### src/rtl/uart_rx.sv
// 8N1 UART receiver: 2-flop synchroniser, mid-bit sampling, one-clock valid/error pulses.
// States: IDLE wait start | START_CHK confirm start | DATA shift 8 bits | STOP_BIT check stop | BREAK_WAIT wait line high
module uart_rx #(
    parameter int Fclk  = 50000000,
    parameter int Fuart = 2400
) (
    input  logic       clk_Rx,
    input  logic       reset,
    input  logic       Rx_in,
    output logic [7:0] data_out,
    output logic       data_valid,
    output logic       frame_err,
    output logic       receive_flg
);

    localparam int divider = Fclk / Fuart;
    localparam logic [24:0] CNT_BIT = 25'(divider - 1);
    localparam logic [24:0] CNT_MID = 25'(divider / 2 - 1);

    typedef enum logic [2:0] {
        IDLE,
        START_CHK,
        DATA,
        STOP_BIT,
        BREAK_WAIT
    } state_t;

    state_t      state, state_nxt;
    logic        rx_meta, rx_s;
    logic [24:0] cnt;
    logic [3:0]  bit_cnt;
    logic [7:0]  shift_reg;
    logic        sample_data;
    logic        stop_done;

    always_ff @(posedge clk_Rx or posedge reset) begin
        if (reset) begin
            rx_meta <= 1'b1;
            rx_s    <= 1'b1;
        end else begin
            rx_meta <= Rx_in;
            rx_s    <= rx_meta;
        end
    end

    always_ff @(posedge clk_Rx or posedge reset) begin
        if (reset) state <= IDLE;
        else       state <= state_nxt;
    end

    always_comb begin
        state_nxt   = state;
        sample_data = (state == DATA) && (cnt == CNT_BIT);
        stop_done   = (state == STOP_BIT) && (cnt == CNT_BIT);
        case (state)
            IDLE:       if (!rx_s) state_nxt = START_CHK;
            START_CHK:  if (cnt == CNT_MID) state_nxt = rx_s ? IDLE : DATA;
            DATA:       if (sample_data && bit_cnt == 4'd7) state_nxt = STOP_BIT;
            // Leaving mid stop bit keeps back-to-back start edges visible
            STOP_BIT:   if (stop_done) state_nxt = rx_s ? IDLE : BREAK_WAIT;
            BREAK_WAIT: if (rx_s) state_nxt = IDLE;
            default:    state_nxt = IDLE;
        endcase
    end

    always_ff @(posedge clk_Rx or posedge reset) begin
        if (reset) begin
            cnt        <= '0;
            bit_cnt    <= '0;
            shift_reg  <= '0;
            data_out   <= '0;
            data_valid <= 1'b0;
            frame_err  <= 1'b0;
        end else begin
            data_valid <= 1'b0;
            frame_err  <= 1'b0;

            if (state_nxt != state || state == IDLE || state == BREAK_WAIT || sample_data)
                cnt <= '0;
            else
                cnt <= cnt + 25'd1;

            if (state == IDLE)
                bit_cnt <= '0;
            else if (sample_data)
                bit_cnt <= bit_cnt + 4'd1;

            if (sample_data)
                shift_reg <= {rx_s, shift_reg[7:1]};

            if (stop_done) begin
                if (rx_s) begin
                    data_out   <= shift_reg;
                    data_valid <= 1'b1;
                end else begin
                    frame_err  <= 1'b1;
                end
            end
        end
    end

    assign receive_flg = (state == START_CHK) || (state == DATA) || (state == STOP_BIT);

endmodule

### config.mk
export PLATFORM = sky130hd
export DESIGN_NAME = uart_rx
export DESIGN_NICKNAME = d
export VERILOG_FILES = /design/src/rtl/uart_rx.sv
export SDC_FILE = /design/constraint.sdc
export NUM_CORES = 1
export LEC_CHECK = 0
export CORE_UTILIZATION = 40
export CTS_CLUSTER_DIAMETER = 120
export CTS_CLUSTER_SIZE = 30
export DETAILED_ROUTE_END_ITERATION = 8
export PLACE_DENSITY = 0.55
export SYNTH_ARGS = -nofsm -noshare
export SYNTH_HDL_FRONTEND = slang
export SYNTH_SLANG_ARGS = --single-unit
### constraint.sdc
create_clock -name clk_Rx -period 2.1 [get_ports clk_Rx]
set_clock_uncertainty 0.05 [all_clocks]
set_input_delay 0.42 -clock clk_Rx [delete_from_list [all_inputs] [get_ports clk_Rx]]
set_output_delay 0.42 -clock clk_Rx [all_outputs]
set_load 0.03 [all_outputs]
# Word-level counts from Yosys, hierarchy flattened
# Index checks and enable logic that the tools add are counted.
dict set report word_totals {
  ff_bits 52
  inputBits 3
  out_inout_bits 11
  wordCells 45
}
dict set report classes {
  add_sub_neg 2
  n_eq_ne 8
  mux 15
  reduce_logical 11
}
# operator count
set op_table {}
lappend op_table {{$add A25 B1 Y25 const B} 1}
lappend op_table {{$eq A25 B14 Y1 const B} 1}
lappend op_table {{$eq A25 B15 Y1 const B} 1}
lappend op_table {{$mux W25} 1}
lappend op_table {{$mux W3} 6}
lappend op_table {{$pmux W3 S5} 1}
lappend op_table {{$mux W4} 2}
lappend op_table {{$eq A3 B2 Y1 const B} 2}
lappend op_table {{$logic_or A1 B1 Y1} 5}
lappend op_table {{$add A4 B1 Y4 const B} 1}
lappend op_table {{$eq A4 B3 Y1 const B} 1}
lappend op_table {{$mux W1} 4}
lappend op_table {{$eq A3 B1 Y1 const B} 1}
lappend op_table {{$eq A3 B3 Y1 const B} 1}
lappend op_table {{$logic_and A1 B1 Y1} 3}
lappend op_table {{$logic_not A3 Y1} 1}
lappend op_table {{$ne A3 B3 Y1} 1}
lappend op_table {{$mux W2} 1}
lappend op_table {{$reduce_and A2 Y1} 1}
lappend op_table {{$reduce_bool A2 Y1} 1}

# Depth between registers and ports, before layout
dict set report depth {
  word_depth 10
  depth_mapped 8
  ltp_nobuf 6
}

# Least setup slack after synthesis
# No wires, ideal clock.
dict set report synth_path {
  path_type {register to register}
  start {register cnt[0]}
  end {register data_out[1]}
  setup_time_ps 125
  arrival_time_ps 2038
  required_time_ps 1925
  setup_slack_ps -113
  path_stages_with_launch 8
  path_buffers 1
  cell_sequence {dfrtp_1 > inv_1 > ha_1 > nand4bb_1 > or3_1 > buf_2 > nor4_4 > mux2_2}
}
dict set report synth_between {
  elab_chain_len 3
}
# element line_no
set synth_lines {}
lappend synth_lines {{start: declaration} 30} ;# logic [24:0] cnt;
lappend synth_lines {{start signal: assignment} 81} ;# cnt <= cnt + 25'd1;
lappend synth_lines {{$eq A25 B15 Y1} 54} ;# stop_done = (state == STOP_BIT) && (cnt == CNT_BIT);
lappend synth_lines {{$logic_and A1 B1 Y1} 54}
lappend synth_lines {{$reduce_and A2 Y1 (no source line)} n/a}
lappend synth_lines {{end signal: assignment} 93} ;# data_out <= shift_reg;
lappend synth_lines {{end: declaration} 10} ;# output logic [7:0] data_out,
# No other way between the ends.
# A chain may end at the register's enable or synchronous reset.

# Final worst setup path
dict set report layout_path {
  start {register cnt[2]}
  end {register data_out[5]}
}
# The elaborated chain is that of the path after synthesis.

==> results.toml <==
[outcome]
status = "completed"

[layout]
register_area_mm2 = 0.00130
syn2layout_area_growth_pct = 35.1
final_common_cell = "dfrtp_1"
largest_register_ffs = 25
multi_input_area_mm2 = 0.00144
layout.cells.non_filler = 387
final_util_pct = 56.5
n_fill_cell = 546
final_cell_mix = "50 x dfrtp_1, 46 x buf_4, 14 x a211oi_1, 12 x clkdlybuf4s50_1"
fin_area_mm2 = 0.00363
drive_gt1_share_pct = 38.1
diodes = 0
fin_nets = 315

[synthesis]
ys_seq_area_share_pct = 48.6
yosysTopAreaCellShare_pct = 46.6
yosys_register_bits = 52
synth_top_area_cell = "dfrtp_1"
avgSynthCellArea_um2 = 11.0
async_reset_ff_share_pct = 100
syn_area_mm2 = 0.00268
synth_ff_type = "dfrtp_1"
synth_edf_count = 0
synth_area_leaders = "dfrtp_1 47%, mux2_2 6.3%, a211oi_1 4.2%"
yosysUniqueCellTypes = 50
synth_cells = 244
syn_nets = 250
synth_warnings = 0

[detailed_routing]
drtIter0Drc = 124
wl_um = 6850
vias_per_cell = 5.81
wl_met1_um = 3360
vias = 2249
met2_length_um = 3150
drc = 0
routed-wl-met3_um = 221
top_layer_used = "met4"
ant_nets = 0
firstDrtPassIters = 4
wire_per_inst_um = 17.7

[timing]
period_share_pct = 99.4
rsz0062_at_grt = "true"
setup_viol_count_final = 0
setup_tns_ns = 0
fin_crit_ns = 2.09
drv_slew = 0
max_slew_margin_pct = 72.5
hold_viol = 0
fin_ws_ns = 0.0124
worst_pin_slew_ns = 0.411
fmax_mhz = 479
hold_ws_ns = 0.314

[die]
dieArea_mm2 = 0.00704
ioPinCount = 14
start_util_pct = 41.8
chipHeight_um = 83.9
placementRows = 29
coreArea_mm2 = 0.00642
die_w_um = 83.9

[critical_path]
crit_top_cell = "buf_6"
worstSetupEndpointType = "register"
crit_chain = "nand4bb_1 -> or3_4 -> buf_6 -> nor4_4 -> buf_6 -> mux2_2"
rr_worst_depth = 6
required_ns = 2.26
cpMaxStageDelayCell = "dfrtp_1"
startpoint_type = "register"
worstSetupPathType = "register to register"
max_stage_delay_ns = 0.46
arrival_ns = 2.25
path_max_fanout = 8

[pwr]
vdd_ir_drop_max_mv = 0.340
power_density_mw_per_mm2 = 456
power_mw = 1.65
p_leak_nw = 1.52

[cts]
clk_latency_ns = 0.32
cts.sinks = 52
clk_pin_slew_ns = 0.10
cts_root_buffer = "clkbuf_8"
clockBufferDepth = 2
cts_made_buffers = 5
cts_tree = "yes"
htree_num_levels = 2
cts_hold_buf = 0

[global_route]
grt_pass1_vias = 2140
grt_max_degree = 39
antenna_found_initial = 0
grt_pass1_wl_um = 10600
overflow = 0
grtUsageTotal_pct = 19.1

[min_path]
hold_path_depth = 0
min_path_type = "register to register"

[run]
cap_violations = 0

[placed_design]
globalplace.congestion = 0.791
placedCellCount = 373
dp_slack_ns = -0.0213
dp_hpwl_um = 4250
numPortBuffers = 13
placed_area_mm2 = 0.00329
-- kinds of logic (layout without fill, tap and decap cells) --
family                   after synthesis  in the layout  share of synthesized area (%)
AND/OR/NAND/NOR                       82             83                           19.8
AO/OA/AOI/OAI                         54             54                           15.5
flip-flops                            52             52                           48.6
buffers and inverters                 26             91                           4.43
multiplexers                          16             16                           6.71
XOR/XNOR                              11             11                           3.59
adder cells (fa/ha/maj)                3              3                           1.40
-- worst paths after layout --
| path | startpoint | endpoint | slack (ns) |
|---|---|---|---|
| max reg2reg | cnt[2]$_DFF_PP0_ | data_out[5]$_DFFE_PP0P_ | 0.01 |
| min | rx_meta$_DFF_PP1_ | rx_s$_DFF_PP1_ | 0.31 |
| max in group asynchronous | reset | rx_s$_DFF_PP1_ | 1.10 |
| max | cnt[2]$_DFF_PP0_ | data_out[5]$_DFFE_PP0P_ | 0.01 |
| min reg2reg | rx_meta$_DFF_PP1_ | rx_s$_DFF_PP1_ | 0.31 |
| min in group asynchronous | reset | cnt[9]$_DFF_PP0_ | 0.33 |
-- cell usage after synthesis (2+ instances only) --
library cell and number:
o31ai_1 8, a21oi_1 3, nand3_1 7, mux2_2 15, buf_2 5, nand4bb_1 2
a31oi_1 3, o21ai_0 6, a211oi_1 15, o41ai_1 2, or4_1 9, nor4_1 10
inv_1 13, or3_2 2, xnor2_1 9, clkbuf_1 4, dfstp_2 2, ha_1 3
buf_4 2, a221oi_1 12, and4_1 4, or3_1 5, nand4_1 6, nor3_1 3
nor2_1 8, nand2_1 12, dfrtp_1 50, xor2_1 2
-- area by class of cell --
cell class	count	area share, %
Multi-Input combinational cell	167	39.6
Sequential cell	52	36.0
Timing Repair Buffer	70	17.8
Tap cell	77	2.66
Clock buffer	5	1.90
Inverter	13	1.35
Clock inverter	3	0.759
-- power breakdown --
part | internal [mW] | leakage, nW | switching, mW
sequential | 1.00 | 0.705 | 0.00234
clock | 0.246 | 0.0463 | 0.371
combinational | 0.00775 | 0.770 | 0.0214
-- per-layer routing --
layer	global-route usage, %	vias to the layer above
li1	-	1086
met2	29.9	39
met5	0	-
met1	27.0	1114
met3	2.97	10
met4	6.58	0
-- repair_timing --
action / 4_1_cts / 5_1_grt
pin swaps: 1 / 6
gates resized for setup: 5 / 32
endpoints found under the setup margin: 15 / 45
gates cloned: 0 / 4
setup buffers: 0 / 2
-- worst max-delay path: cells and delay by family, from the launching register on --
| family | cells | cell delay [ns] |
|---|---|---|
| AND/OR/NAND/NOR | 3 | 0.80 |
| multiplexers | 1 | 0.34 |
| buffers and inverters | 2 | 0.34 |
| flip-flops | 1 | 0.46 |
(Power assumes the default switching activity.)
